==> config.mk <==
export PLATFORM = sky130hd
export DESIGN_NAME = playback_sequencer
export DESIGN_NICKNAME = d
export VERILOG_FILES = /design/src/rtl/player_pkg.sv /design/src/rtl/beat_timer.sv /design/src/rtl/playback_sequencer.sv
export SDC_FILE = /design/constraint.sdc
export NUM_CORES = 1
export LEC_CHECK = 0
export CORE_ASPECT_RATIO = 1.2
export CORE_MARGIN = 2
export CORE_UTILIZATION = 65
export CTS_BUF_LIST = sky130_fd_sc_hd__clkbuf_8
export CTS_CLUSTER_SIZE = 8
export DETAILED_ROUTE_END_ITERATION = 12
export PLACE_DENSITY = 0.84
export SLEW_MARGIN = 20
export SYNTH_ARGS = -nofsm -noshare
export SYNTH_HDL_FRONTEND = slang
export SYNTH_SLANG_ARGS = --single-unit
==> constraint.sdc <==
create_clock -name clk -period 16.95 [get_ports clk]
set_input_delay 2.5425 -clock clk [delete_from_list [all_inputs] [get_ports clk]]
set_output_delay 2.5425 -clock clk [all_outputs]
set_load 0.02 [all_outputs]
==> src/rtl/player_pkg.sv <==
// Shared types and constants for the auto-play path: note width, rest code,
// tempo encodings, sequencer states and the tempo-to-beat-length mapping.
package player_pkg;

  localparam int NOTE_W = 5;
  localparam int BEAT_W = 29;

  localparam logic [NOTE_W-1:0] REST = '0;

  localparam logic [1:0] TEMPO_1X   = 2'b00;
  localparam logic [1:0] TEMPO_FAST = 2'b01;
  localparam logic [1:0] TEMPO_SLOW = 2'b10;

  typedef enum logic [1:0] {
    IDLE  = 2'd0,
    PLAY  = 2'd1,
    PAUSE = 2'd2
  } state_e;

  // Encoding 11 is unused and plays at the nominal tempo.
  function automatic logic [BEAT_W-1:0] beatLenFor(input logic [1:0] tempo,
                                                   input logic [BEAT_W-1:0] base);
    logic [BEAT_W-1:0] len;
    case (tempo)
      TEMPO_FAST: len = base >> 1;
      TEMPO_SLOW: len = base << 1;
      default:    len = base;
    endcase
    return len;
  endfunction

endpackage

==> src/rtl/beat_timer.sv <==
// Beat counter for the sequencer: latches the beat length at each beat start,
// flags the last cycle of a beat and the silent articulation tail.
module beat_timer #(
  parameter int BEAT_CYCLES = 50000000,
  parameter int GAP_DIV     = 10
) (
  input  logic       clk,
  input  logic       rst,
  input  logic [1:0] i_tempo,
  input  logic       i_freeze,
  input  logic       i_clear,
  output logic       o_lastCycle,
  output logic       o_inGap
);
  import player_pkg::*;

  logic [BEAT_W-1:0] r_beatCnt;
  logic [BEAT_W-1:0] r_beatLen;
  logic [BEAT_W-1:0] w_curLen;
  logic [BEAT_W-1:0] w_gap;

  // At a beat start the tempo input is live, so a new tempo is seen on its first cycle.
  always_comb begin
    w_curLen = r_beatLen;
    if (r_beatCnt == '0) begin
      w_curLen = beatLenFor(i_tempo, BEAT_W'(BEAT_CYCLES));
    end
    w_gap = w_curLen / BEAT_W'(GAP_DIV);
  end

  assign o_lastCycle = (r_beatCnt == (w_curLen - BEAT_W'(1)));
  assign o_inGap     = (r_beatCnt >= (w_curLen - w_gap));

  always_ff @(posedge clk) begin
    if (rst) begin
      r_beatCnt <= '0;
      r_beatLen <= BEAT_W'(BEAT_CYCLES);
    end else begin
      if (r_beatCnt == '0) begin
        r_beatLen <= w_curLen;
      end
      if (i_clear) begin
        r_beatCnt <= '0;
      end else if (!i_freeze) begin
        r_beatCnt <= o_lastCycle ? '0 : r_beatCnt + BEAT_W'(1);
      end
    end
  end

endmodule

==> src/rtl/playback_sequencer.sv <==
// Auto-play sequencer: song select, note index, play/pause/next/prev control.
// Define AUTO_ADVANCE_EN to move to the next song when the current one wraps.
module playback_sequencer #(
  parameter int BEAT_CYCLES = 50000000,
  parameter int GAP_DIV     = 10,
  parameter int NOTE_W      = player_pkg::NOTE_W,
  parameter int IDX_W       = 6,
  parameter int NUM_SONGS   = 3,
  parameter int SONG_W      = 2
) (
  input  logic              clk,
  input  logic              rst,
  input  logic              enable,
  input  logic              btn_play,
  input  logic              btn_next,
  input  logic              btn_prev,
  input  logic [1:0]        tempo,
  input  logic [NOTE_W-1:0] rom_note,
  input  logic [IDX_W-1:0]  song_len,
  output logic [SONG_W-1:0] song_sel,
  output logic [IDX_W-1:0]  note_idx,
  output logic [NOTE_W-1:0] note,
  output logic              playing,
  output logic              beat_tick
);
  import player_pkg::*;

  state_e            r_state;
  state_e            w_nextState;
  logic [SONG_W-1:0] r_songSel;
  logic [IDX_W-1:0]  r_noteIdx;
  logic [NOTE_W-1:0] r_note;
  logic              r_playing;
  logic              r_beatTick;

  logic w_evNext;
  logic w_evPrev;
  logic w_songEv;
  logic w_playEv;
  logic w_start;
  logic w_clear;
  logic w_freeze;
  logic w_lastCycle;
  logic w_inGap;
  logic w_advance;
  logic w_emptySong;
  logic w_atEnd;
  logic [IDX_W-1:0] w_nextIdx;

  function automatic logic [SONG_W-1:0] songInc(input logic [SONG_W-1:0] s);
    return (s >= SONG_W'(NUM_SONGS - 1)) ? '0 : s + SONG_W'(1);
  endfunction

  function automatic logic [SONG_W-1:0] songDec(input logic [SONG_W-1:0] s);
    return (s == '0) ? SONG_W'(NUM_SONGS - 1) : s - SONG_W'(1);
  endfunction

  // Conflicting buttons cancel; play is dropped whenever a song button is pressed.
  assign w_evNext    = enable & btn_next & ~btn_prev;
  assign w_evPrev    = enable & btn_prev & ~btn_next;
  assign w_songEv    = w_evNext | w_evPrev;
  assign w_playEv    = enable & btn_play & ~(btn_next | btn_prev);
  assign w_start     = w_playEv & (r_state == IDLE);
  assign w_clear     = ~enable | w_songEv | w_start;
  assign w_freeze    = (r_state != PLAY) | w_playEv;
  assign w_advance   = enable & (r_state == PLAY) & ~w_songEv & ~w_playEv & w_lastCycle;
  assign w_emptySong = (song_len == '0);
  assign w_atEnd     = ~w_emptySong & (r_noteIdx >= (song_len - IDX_W'(1)));
  assign w_nextIdx   = (w_emptySong | w_atEnd) ? '0 : r_noteIdx + IDX_W'(1);

  beat_timer #(
    .BEAT_CYCLES (BEAT_CYCLES),
    .GAP_DIV     (GAP_DIV)
  ) u_beatTimer (
    .clk         (clk),
    .rst         (rst),
    .i_tempo     (tempo),
    .i_freeze    (w_freeze),
    .i_clear     (w_clear),
    .o_lastCycle (w_lastCycle),
    .o_inGap     (w_inGap)
  );

  always_comb begin
    w_nextState = r_state;
    if (!enable) begin
      w_nextState = IDLE;
    end else if (w_playEv) begin
      case (r_state)
        IDLE:    w_nextState = PLAY;
        PLAY:    w_nextState = PAUSE;
        PAUSE:   w_nextState = PLAY;
        default: w_nextState = IDLE;
      endcase
    end
  end

  always_ff @(posedge clk) begin
    if (rst) begin
      r_state <= IDLE;
    end else begin
      r_state <= w_nextState;
    end
  end

  // playing follows the next state so it drops on the same edge enable falls.
  always_ff @(posedge clk) begin
    if (rst) begin
      r_songSel  <= '0;
      r_noteIdx  <= '0;
      r_note     <= '0;
      r_playing  <= 1'b0;
      r_beatTick <= 1'b0;
    end else begin
      r_playing  <= (w_nextState == PLAY);
      r_beatTick <= w_advance;

      if (w_clear) begin
        r_noteIdx <= '0;
      end else if (w_advance) begin
        r_noteIdx <= w_nextIdx;
      end

      if (w_songEv) begin
        r_songSel <= w_evNext ? songInc(r_songSel) : songDec(r_songSel);
      end
`ifdef AUTO_ADVANCE_EN
      else if (w_advance && w_atEnd) begin
        r_songSel <= songInc(r_songSel);
      end
`endif

      if (enable && (r_state == PLAY) && !w_emptySong && !w_inGap) begin
        r_note <= rom_note;
      end else begin
        r_note <= NOTE_W'(REST);
      end
    end
  end

  assign song_sel  = r_songSel;
  assign note_idx  = r_noteIdx;
  assign note      = r_note;
  assign playing   = r_playing;
  assign beat_tick = r_beatTick;

endmodule

* After elaboration in Yosys (flattened, before gate mapping)
Cells that the tools add are included.
** Storage, ports and cells
- Bits in registers :: 75
- Bits of input ports :: 19
- Output and inout bits :: 15
- Word-level logic and storage cells :: 74
** Operators by class
- $add $sub $neg :: 7
- Divide/modulo/power cells :: 1
- Magnitude comparators :: 3
- Equal/unequal tests :: 7
- Mux-type cells :: 10
- Bitwise logic cells :: 26
- Reductions and logical operators :: 12
** Operators with widths (count)
- 29-bit two-way mux :: 2
- 27-bit one-hot mux with 2 select lines :: 1
- 29-bit by 1-bit adder with 29-bit output (second input constant) :: 1
- 29-bit by 4-bit divider with 29-bit output (second input constant) :: 1
- 29-bit equality test :: 1
- 29-bit >= comparator :: 1
- 29-bit logical NOT :: 1
- 29-bit by 1-bit subtractor with 29-bit output (second input constant) :: 1
- 29-bit subtractor :: 1
- 1-bit AND :: 12
- 2-bit two-way mux :: 5
- 1-bit NOT :: 8
- 6-bit by 1-bit adder with 6-bit output (second input constant) :: 1
- 2-bit by 1-bit equality test with 1-bit output (second input constant) :: 3
- 6-bit >= comparator :: 1
- 6-bit logical NOT :: 1
- 6-bit two-way mux :: 1
- 1-bit bitwise OR :: 6
- 2-bit OR reduction :: 3
- 6-bit by 1-bit subtractor with 6-bit output (second input constant) :: 1
- 2-bit equality test (second input constant) :: 2
- 2-bit logical NOT :: 2
- 2-bit one-hot mux with 2 select lines :: 1
- 1-bit logical AND :: 3
- other kinds (5) :: 6

* Depth between registers and ports, before layout
Gate-level depths: netlist (run 1).
- Depth after elaboration :: 10
- Depth in mapped cells :: 86
- Gate-level depth less buffers :: 80

* Hierarchy
From an unflattened synthesis (run 1), not the netlist that was laid out.
** Second synthesis, totals
- Cells, all modules :: 1344
- Area, all modules :: 9796.9 um2
** Modules (own cells, without submodules)
- beat_timer :: instances 1, cells each 1226, area each 8709.6 um2, sequential area each 1161.1 um2
- playback_sequencer :: instances 1, cells each 118, area each 1087.3 um2, sequential area each 340.3 um2

* Least setup slack after synthesis (run 1)
No wires, ideal clock.
- Path kind :: input-to-reg
- Start point :: input tempo[0]
- End point :: register r_note[0] (netlist: note[0])
- Library setup time :: 0.060 ns
- Data arrival time :: 15.581 ns
- Required time :: 16.890 ns
- Slack :: 1.309 ns
- Cell stages on the path :: 75
- Path buffers :: 3
- Cells stage by stage :: inv_1 -> ha_1 -> clkbuf_1 -> xnor2_1 -> a21oi_1 -> o211ai_1 -> o31ai_2 -> o21bai_1 -> a211o_1 -> o22a_1 -> buf_6 -> mux2i_1 -> a221oi_2 -> or2_1 -> nor2_1 -> or4_1 -> o31a_2 -> a21boi_2 -> (+39 left out) -> o21ai_0 -> a21oi_1 -> nor2_1 -> o21ai_0 -> a21oi_1 -> o21ai_0 -> a21oi_1 -> o21ai_0 -> a21oi_1 -> o21bai_1 -> a21oi_1 -> a21oi_1 -> a21oi_1 -> ha_1 -> nand2_1 -> nand3_1 -> a311oi_1 -> and2_1
** Between the ends
- Longest elaborated chain between the ends :: 10
- Elaborated cells on any way between the ends :: 11
- Those cells by class :: 1 x add/sub; 1 x div; 1 x order compare; 2 x eq/ne; 2 x mux; 1 x bitwise; 3 x reduce/logical
** RTL lines
- start: declaration :: line playback_sequencer.sv:17 : input logic [1:0] tempo,
- 2-bit equality test or 2-bit by 1-bit equality test with 1-bit output (tied branches) :: line player_pkg.sv:24 : case (tempo)
- 27-bit one-hot mux with 2 select lines (*) :: line player_pkg.sv:24
- 29-bit two-way mux (*) :: line beat_timer.sv:25 : if (r_beatCnt == '0) begin
- 29-bit by 4-bit divider with 29-bit output :: line beat_timer.sv:28 : w_gap = w_curLen / BEAT_W'(GAP_DIV);
- 29-bit subtractor (*) :: line beat_timer.sv:32 : assign o_inGap = (r_beatCnt >= (w_curLen - w_gap));
- 29-bit >= comparator (*) :: line beat_timer.sv:32
- 1-bit logical NOT (*) :: line playback_sequencer.sv:133 : if (enable && (r_state == PLAY) && !w_emptySong && !w_inGap) begin
- 1-bit logical AND (*) :: line playback_sequencer.sv:133
- 1-bit NOT (no line) (*)
- 2-bit OR reduction (no line) (*)
- end signal: assignment :: line playback_sequencer.sv:134 : r_note <= rom_note;
- end signal: assignment :: line playback_sequencer.sv:136 : r_note <= NOTE_W'(REST);
- end: declaration :: line playback_sequencer.sv:32 : logic [NOTE_W-1:0] r_note;
Mark *: on every way between the ends. The rest lies on a longest branch, timed or not.
A chain may end at the register's enable or synchronous reset.

* Final worst setup path (run 1)
- Start point :: input tempo[0]
- End point :: register r_note[2] (netlist: note[2])
The elaborated chain is that of the path after synthesis.

==> run_results.csv, run 1 <==
group,metric,value,unit
cells_and_area,antenna_cells,0,
die,core_area,0.01496,mm2
worst_setup_path,crit_end,"note[2]",
worst_setup_path,critical-path-max-stage-delay,0.54,ns
drt,drt_iter0_markers,887,
timing,skew,0.01456,ns
global_routing,grt_pass1_wl,46080,um
logic_synthesis,synth_most_common_cell,"nor2_1",
die,die_w,116.9,um
clock_network,path_clk_slew,0.08,ns
timing,hold_viol_final,0,
run_status,outcome,"finished clean",
timing,setup_slack,0.8257,ns
clock_network,cts_tree,"done",
die,io_pins,34,
die,initial_core_util,66.43,%
drt,ant_nets,0,
timing,tightest_slew,0.9161,ns
worst_setup_path,timing.rr.end,"note[2]",
logic_synthesis,synth-edff-count,0,
global_routing,grt_pass1_vias,9923,
global_routing,grt_overflow,0,
worst_setup_path,critPathSlowestCell,"or4_1",
cells_and_area,final_area,0.01143,mm2
timing,holdWs,0.4921,ns
die,chipHeight,139.4,um
logic_synthesis,async_flop_share,0,%
logic_synthesis,yosys-top-cells-area,"dfxtp_1, ha_1, nor2_1, xnor2_1, o21ai_0",
global_routing,grt.total_usage,33.69,%
drt,vias,10850,
place,dp_hpwl,20900,um
logic_synthesis,ys_types,109,
clock_network,clock_path_buffers,2,
clock_network,cts_sinks,75,
drt,routed_via_density,6.624,
logic_synthesis,seq_area_frac_synth,15.11,%
logic_synthesis,synth_seq_cells,75,
worst_setup_path,r2r_cells,79,
logic_synthesis,synth_top_area_share,15.11,%
power_and_ir_drop,p_leak,4.412,nW
global_routing,grt_max_degree,34,
worst_setup_path,cp-end-kind,"register",
die,row_count,49,
worst_setup_path,cp_max_fo,15,
logic_synthesis,syn_area,0.009937,mm2
worst_setup_path,path_common_cell,"a21oi_1",
clock_network,cts_root_buf,"clkbuf_8",
drt,drc_errors,0,
logic_synthesis,syn_avg_cell_area,7.211,um2
place,place.gp.congestion,0.9406,
logic_synthesis,yosys.area.top_type,"dfxtp_1",
cells_and_area,area_growth,15.01,%
logic_synthesis,synth_flop_cell,"dfxtp_1",
worst_setup_path,r2r_setup_slack,1.55,ns
die,dieArea,0.01630,mm2
timing,fin_crit_sh,95.13,%
timing,drv_slew,0,
clock_network,cts_buffers,9,
flow_run,cap_violations,0,
drt,drt-pass1-iter-count,8,
drt,post_drt_wl_per_cell,17.73,um
place,dp_slack,-0.4350,ns
timing,relSlewSlack,38.36,%
clock_network,cts_max_level,3,
cells_and_area,final_layout_size_suffix_gt1_share,15.48,%
worst_setup_path,startpoint,"tempo[0]",
timing,min_period,16.12,ns
power_and_ir_drop,power_density,138.6,mW/mm2
min_path,hp-class,"reg -> reg",
clock_network,worstSkewPairLatency,0.36,ns
worst_setup_path,timing.rr.start,"u_beatTimer.r_beatCnt[1]",
worst_setup_path,crit_type,"in -> reg",
timing,fin_tns_setup,0,ns
place,port_buffers,33,
logic_synthesis,yosys-top-cells-count,"nor2_1, nand2_1, o21ai_0, a21oi_1, ha_1",
global_routing,antenna_found_initial,0,
power_and_ir_drop,vdd_drop_max,0.09201,mV
min_path,whs_path_depth,1,
logic_synthesis,synth.net_count,1474,
logic_synthesis,ys_warn_count,0,
timing,setup_viol,0,
place,post_dp_cell_area,0.01063,mm2
worst_setup_path,required,17.24,ns
cells_and_area,nets,1525,
timing,timing.fmax,62.02,MHz
logic_synthesis,netlist_instances,1378,
worst_setup_path,cp.arrival,16.42,ns
drt,routed_wl,29040,um
worst_setup_path,start_kind,"primary input",
[final cells by class]
type | instances | area (um2)
multi-input combinational | 1148 | 8200
fill | 1151 | 3531
sequential | 75 | 1501
timing repair buffer | 117 | 999.7
inverter | 78 | 292.8
tap | 204 | 255.2
clock buffer | 10 | 137.6
clock inverter | 6 | 41.29
[critical path: cells and delay by family]
| family | cells | cell delay, ns |
|---|---|---|
| xor gates and xnor gates | 1 | 0.14 |
| muxes | 1 | 0.17 |
| AOI/OAI and AO/OA | 42 | 7.64 |
| buffers and inverters | 7 | 1.02 |
| adders and majority gates | 5 | 1.35 |
| and+or+nand+nor | 23 | 3.49 |
[worst min path at each step]
stage	end	from	slack (ns)
2_1_floorplan	u_beatTimer.r_beatLen[13]	u_beatTimer.r_beatLen[13]	0.44
3_3_place_gp	u_beatTimer.r_beatLen[14]	u_beatTimer.r_beatLen[14]	0.46
3_5_place_dp	u_beatTimer.r_beatLen[14]	u_beatTimer.r_beatLen[14]	0.46
4_1_cts	u_beatTimer.r_beatLen[14]	u_beatTimer.r_beatLen[14]	0.48
5_1_grt	r_state[0]	r_state[0]	0.52
6_report	u_beatTimer.r_beatLen[14]	u_beatTimer.r_beatLen[14]	0.49
[where the power goes]
part           switching, mW  internal, mW
clock                 0.0710        0.0571
sequential           0.00342         0.178
combinational          0.698         0.577
[cell families (layout without fill, tap and decap cells)]
group           count (synthesis)  after routing  share of synthesized area [%]
fa+ha+maj                      77             77                          9.771
simple gates                  555            555                          29.54
mux                            12             12                          1.272
xor+xnor                      100            100                          8.965
buf+inv                       155            211                          6.661
flops                          75             75                          15.11
compound gates                404            404                          28.68
[registers in the layout (all words and copies together) (netlist names)]
name and flops:
beat_tick 1, note 5, note_idx 6, playing 1, r_state 2, song_sel 2, u_beatTimer.r_beatCnt 29, u_beatTimer.r_beatLen 29
[layer usage]
layer / vias up / GRT usage (%) / part of all wire [%]
met3: 102 / 3.746 / 5.9
met4: 0 / 13.19 / 3.4
met1: 5063 / 42.59 / 40
met5: - / 0 / 0
met2: 512 / 57.83 / 50
li1: 5173 / - / -
[metrics by stage]
| step | instances | utilization [%] | power, mW |
|---|---|---|---|
| after floorplan | 1378 | - | 1.007 |
| after global placement | 1600 | 71.07 | 1.268 |
| after detailed placement | 1600 | 71.07 | 1.301 |
| after CTS | 1616 | 72.34 | 1.432 |
| after global routing | 1638 | 76.40 | 1.706 |
| final | 1638 | 76.40 | 1.584 |
[cells in the final DEF, fill, tap and decap left out, drive strengths merged, types with 13 or more instances in the layout]
master,netlist,layout
or3,15,15
clkdlybuf4s50,0,31
nand4,24,24
nand2b,35,35
a31oi,19,19
and3,21,21
a21oi,87,87
nor3,53,53
nor4,25,25
ha,76,76
dfxtp,75,75
xnor2,62,62
inv,69,71
o21a,13,13
o211ai,33,33
xor2,38,38
nor2,142,142
a211oi,27,27
nand3,63,63
and2,16,16
buf,31,83
nor2b,15,15
nand2,99,99
o21ai,96,96
[timing repair]
item | CTS | global route
hold buffers | 0 | 0
setup endpoints to repair | 5 | 5
pin swaps | 0 | 35
gates resized for setup | 2 | 96
setup buffers | 0 | 21
cloned | 0 | 1
No activity file was read; power rests on OpenSTA's default activity.
==> run 2, diff against run 1 <==
CORE_UTILIZATION = 64   (was 65)
CTS_BUF_LIST = default   (was sky130_fd_sc_hd__clkbuf_8)
PLACE_DENSITY = 0.83   (was 0.84)
==> run_results.csv, run 2 (same netlist as run 1, synthesis figures left out) <==
group,metric,value,unit
drt,routed_via_density,6.633,
global_routing,antenna_found_initial,1,
cells_and_area,final_area,0.01149,mm2
clock_network,ctsHoldBuffers,0,
worst_setup_path,cp.arrival,16.53,ns
worst_setup_path,required,17.24,ns
place,dp_slack,-0.3568,ns
die,chipHeight,140.5,um
die,dieArea,0.01654,mm2
timing,min_period,16.24,ns
place,port_buffers,33,
timing,fin_tns_setup,0,ns
die,initial_core_util,65.89,%
timing,timing.fmax,61.58,MHz
drt,ant_nets,0,
worst_setup_path,critical-path-max-stage-delay,0.62,ns
worst_setup_path,start_kind,"primary input",
power_and_ir_drop,p_leak,4.436,nW
clock_network,cts_sinks,75,
cells_and_area,layout_common_cells,"nor2_1, nand2_1, dfxtp_1, a21oi_1, buf_4",
clock_network,clock_path_buffers,2,
place,post_dp_cell_area,0.01064,mm2
die,core_area,0.01508,mm2
drt,drt-pass1-iter-count,8,
global_routing,grt_pass1_vias,10060,
drt,drc_errors,0,
global_routing,grt_pass1_wl,47580,um
die,row_count,49,
cells_and_area,final-seq-area,0.001501,mm2
die,io_pins,34,
cells_and_area,final_core_util,76.19,%
place,dp_hpwl,20810,um
timing,tightest_slew,0.9447,ns
drt,vias,10830,
global_routing,grt_overflow,0,
global_routing,grt.total_usage,33.83,%
timing,drv_slew,0,
worst_setup_path,cp_max_fo,29,
timing,setup_slack,0.7103,ns
clock_network,cts_root_buf,"clkbuf_16",
cells_and_area,final_layout_size_suffix_gt1_share,15.05,%
global_routing,grt_max_degree,34,
cells_and_area,multiInputGateArea,0.008123,mm2
worst_setup_path,cp-end-kind,"register",
worst_setup_path,path_common_cell,"a21oi_1",
timing,setup_viol,0,
worst_setup_path,critPathSlowestCell,"or4_1",
clock_network,worstSkewPairLatency,0.35,ns
drt,routed_wl,29470,um
drt,post_drt_wl_per_cell,18.04,um
timing,fin_crit_sh,95.81,%
clock_network,cts_buffers,9,
power_and_ir_drop,vdd_drop_max,0.1051,mV
clock_network,cts_tree,"done",
timing,hold_viol_final,0,
run_status,outcome,"finished clean",
timing,skew,0.007294,ns
power_and_ir_drop,power_density,145.8,mW/mm2
drt,drt_iter0_markers,1238,
clock_network,cts_max_level,3,
clock_network,path_clk_slew,0.06,ns
cells_and_area,area_growth,15.64,%
worst_setup_path,crit_type,"in -> reg",
cells_and_area,antenna_cells,0,
cells_and_area,nets,1520,
flow_run,cap_violations,0,
cells_and_area,n_fill_cell,1156,
min_path,hp-class,"reg -> reg",
place,place.gp.congestion,0.9550,
die,die_w,117.8,um
timing,relSlewSlack,36.87,%
cells_and_area,final_common_cell,"nor2_1",
-- run 2: cell types whose count changed in the layout (fill, tap and decap cells not counted), sizes merged --
cell           delta
buf               -4
bufinv            +3
clkbuf            -2
clkdlybuf4s50     +2
clkinvlp          -2
dlymetal6s2s      -2
clkinv            -1
inv               +1
-- run 2: through the flow --
stage	instances	hold WS [ns]	power, mW
3_3_place_gp	1599	0.4575	1.265
2_1_floorplan	1378	0.4405	1.007
3_5_place_dp	1599	0.4628	1.295
6_report	1633	0.4867	1.675
5_1_grt	1633	0.4927	1.804
4_1_cts	1615	0.4817	1.539
-- run 2: final timing paths --
check,from,to,slack (ns),cells after the start
worst min register to register,u_beatTimer.r_beatLen[14],u_beatTimer.r_beatLen[14],0.49,1
worst max-delay path,tempo[0],note[0],0.71,75
worst max register to register,u_beatTimer.r_beatCnt[0],note[0],1.70,74
worst min-delay path,u_beatTimer.r_beatLen[14],u_beatTimer.r_beatLen[14],0.49,1
-- run 2: report_power, final --
group / internal (mW) / switching (mW) / leakage (nW)
Sequential: 0.179 / 0.00336 / 0.608
Combinational: 0.570 / 0.693 / 3.65
Clock: 0.147 / 0.0827 / 0.176
Total: 0.896 / 0.780 / 4.44
-- run 2: critical path: cells and delay by family --
| kind | cells | cell delay, ns |
|---|---|---|
| buffers and inverters | 6 | 1.12 |
| AO/OA/AOI/OAI | 44 | 8.28 |
| AND/OR/NAND/NOR | 19 | 3.06 |
| adder cells (fa/ha/maj) | 5 | 1.25 |
| multiplexers | 1 | 0.24 |
-- run 2: final cells by class --
cell class	count	area share, %
multi-input combinational	1148	70.69
sequential	75	13.07
timing repair buffer	112	8.362
inverter	78	2.548
tap	204	2.221
clock buffer	9	1.960
clock inverter	7	1.154
-- run 2: timing repair --
item                       4_1_cts  5_1_grt
pin swaps                        0       41
buffers inserted                 0       18
resized for setup                2       95
setup endpoints to repair        5        5
-- run 2: routing by layer --
layer | track usage (%) | routed length (um) | vias to the layer above
met2 | 60.43 | 14520 | 474
met1 | 40.92 | 11870 | 5064
met4 | 13.57 | 1220 | 0
li1 | - | - | 5168
met3 | 4.479 | 1853 | 125
met5 | 0 | 0 | -
==> run 3, diff against run 2 <==
CORE_UTILIZATION = 65   (was 64)
PLACE_DENSITY = 0.84   (was 0.83)
clock period = 18.7 ns   (was 16.95 ns; I/O delays follow)
==> run_results.csv, run 3 (same netlist as run 1, synthesis figures left out) <==
group,metric,value,unit
run_status,outcome,"finished clean",
global_routing,grt_pass1_wl,44770,um
worst_setup_path,required,18.99,ns
cells_and_area,layout_common_cells,"nor2_1, nand2_1, a21oi_1, o21ai_0, dfxtp_1",
drt,met1Wirelength,11510,um
place,post_dp_cell_area,0.01027,mm2
worst_setup_path,cp_top_family,"compound AO/OA/AOI/OAI gates",
cells_and_area,nets,1465,
cells_and_area,n_fill_cell,1238,
power_and_ir_drop,power_density,122.3,mW/mm2
worst_setup_path,cp_num_buf_inv,4,
worst_setup_path,crit_end,"note[1]",
die,core_area,0.01496,mm2
drt,wl_met3,1491,um
worst_setup_path,timing.rr.start,"u_beatTimer.r_beatCnt[0]",
timing,skew,0.01026,ns
clock_network,cts_max_level,3,
worst_setup_path,critPathSlowestCell,"or4_1",
cells_and_area,final_layout_size_suffix_gt1_share,9.534,%
die,die_w,116.9,um
clock_network,clock_path_buffers,2,
power_and_ir_drop,vdd_drop_max,0.08956,mV
cells_and_area,final_core_util,72.16,%
timing,hold_viol_final,0,
worst_setup_path,timing.rr.end,"note[1]",
die,io_pins,34,
timing,fin_crit_sh,93.53,%
clock_network,cts_tree,"done",
cells_and_area,final_area,0.01080,mm2
drt,routed_wl,27430,um
drt,drt_iter0_markers,861,
clock_network,worstSkewPairLatency,0.35,ns
timing,min_period,17.49,ns
drt,routed_via_density,6.595,
min_path,hp-class,"reg -> reg",
timing,setup_viol,0,
drt,ant_nets,0,
worst_setup_path,critical-path-max-stage-delay,0.53,ns
worst_setup_path,r2r_cells,74,
drt,post_drt_wl_per_cell,17.38,um
timing,holdWs,0.4823,ns
cells_and_area,antenna_cells,0,
drt,wl_met2,13490,um
place,place.gp.congestion,0.9913,
drt,vias,10410,
timing,setup_slack,1.209,ns
worst_setup_path,path_common_cell,"a21oi_1",
global_routing,grt.total_usage,32.85,%
cells_and_area,layout.cells.non_filler,1578,
worst_setup_path,start_kind,"primary input",
flow_run,cap_violations,0,
place,dp_hpwl,20220,um
place,dp_cells,1553,
clock_network,ctsHoldBuffers,0,
global_routing,grt_overflow,0,
die,dieArea,0.01630,mm2
timing,relSlewSlack,34.14,%
clock_network,cts_root_buf,"clkbuf_16",
power_and_ir_drop,p_leak,4.088,nW
timing,rsz0062_at_grt,"no",
place,dp_slack,0.3693,ns
global_routing,antenna_found_initial,0,
worst_setup_path,startpoint,"tempo[0]",
global_routing,grt_pass1_vias,9483,
clock_network,cts_buffers,9,
drt,drt-pass1-iter-count,5,
timing,timing.fmax,57.17,MHz
cells_and_area,final_common_cell,"nor2_1",
drt,drc_errors,0,
timing,drv_slew,0,
drt,highest_layer,"met4",
worst_setup_path,crit_type,"in -> reg",
clock_network,cts_sinks,75,
place,port_buffers,33,
power_and_ir_drop,total_power,1.321,mW
die,chipHeight,139.4,um
worst_setup_path,cp_max_fo,11,
worst_setup_path,r2r_setup_slack,2.54,ns
die,row_count,49,
worst_setup_path,cp.arrival,17.78,ns
timing,fin_tns_setup,0,ns
cells_and_area,area_growth,8.638,%
worst_setup_path,cp-end-kind,"register",
timing,tightest_slew,0.9789,ns
global_routing,grt_max_degree,34,
die,initial_core_util,66.43,%
clock_network,path_clk_slew,0.07,ns
worst_setup_path,path_depth,73,
## run 3: changes by cell type in the layout (fill, tap and decap cells not counted), sizes merged
| cell | change |
|---|---|
| buf | -55 |
| bufinv | -2 |
| clkbuf | +1 |
| clkinv | +1 |
| clkinvlp | +2 |
| inv | -2 |
## run 3: power by group
part / internal (mW) / leakage (nW) / total (mW) / switching [mW]
clock: 0.104 / 0.143 / 0.175 / 0.0715
sequential: 0.162 / 0.608 / 0.165 / 0.00307
combinational: 0.413 / 3.34 / 0.981 / 0.568
total: 0.679 / 4.09 / 1.32 / 0.642
## run 3: timing repair
action | in CTS | in global routing
setup endpoints to repair | 0 | 5
gates resized for setup | 0 | 38
buffers inserted | 0 | 8
## run 3: how the worst min path moves through the flow
stage | startpoint | endpoint | slack [ns] | cells past startpoint
6_report | u_beatTimer.r_beatLen[14] | u_beatTimer.r_beatLen[14] | 0.48 | 1
5_1_grt | u_beatTimer.r_beatLen[13] | u_beatTimer.r_beatLen[13] | 0.50 | 1
4_1_cts | u_beatTimer.r_beatLen[14] | u_beatTimer.r_beatLen[14] | 0.48 | 1
3_5_place_dp | u_beatTimer.r_beatLen[14] | u_beatTimer.r_beatLen[14] | 0.46 | 1
3_3_place_gp | u_beatTimer.r_beatLen[14] | u_beatTimer.r_beatLen[14] | 0.46 | 1
2_1_floorplan | u_beatTimer.r_beatLen[13] | u_beatTimer.r_beatLen[13] | 0.44 | 1
## run 3: worst register-to-register path, delay by kind of cell, from the launching register on
kind | cells | cell delay, ns
AND/OR/NAND/NOR | 21 | 4.54
multiplexers | 1 | 0.27
flip-flops | 1 | 0.34
adder cells (fa/ha/maj) | 5 | 1.32
buffers and inverters | 3 | 0.48
AO/OA/AOI/OAI | 44 | 9.15
## run 3: routing by layer
| layer | GRT usage, % | up-vias |
|---|---|---|
| li1 | - | 5054 |
| met1 | 42.07 | 4865 |
| met2 | 55.37 | 396 |
| met3 | 4.617 | 92 |
| met4 | 12.38 | 0 |
| met5 | 0 | - |
## run 3: cell type report
class | count | area, um2 | area share (%)
well taps | 204 | 255.2 | 2.364
repair buffers | 57 | 511.7 | 4.740
flip-flops and latches | 75 | 1501 | 13.91
multi-input cells | 1148 | 7936 | 73.52
clock inverters | 6 | 65.06 | 0.6027
inverters | 78 | 296.5 | 2.747
clock buffers | 10 | 229.0 | 2.121
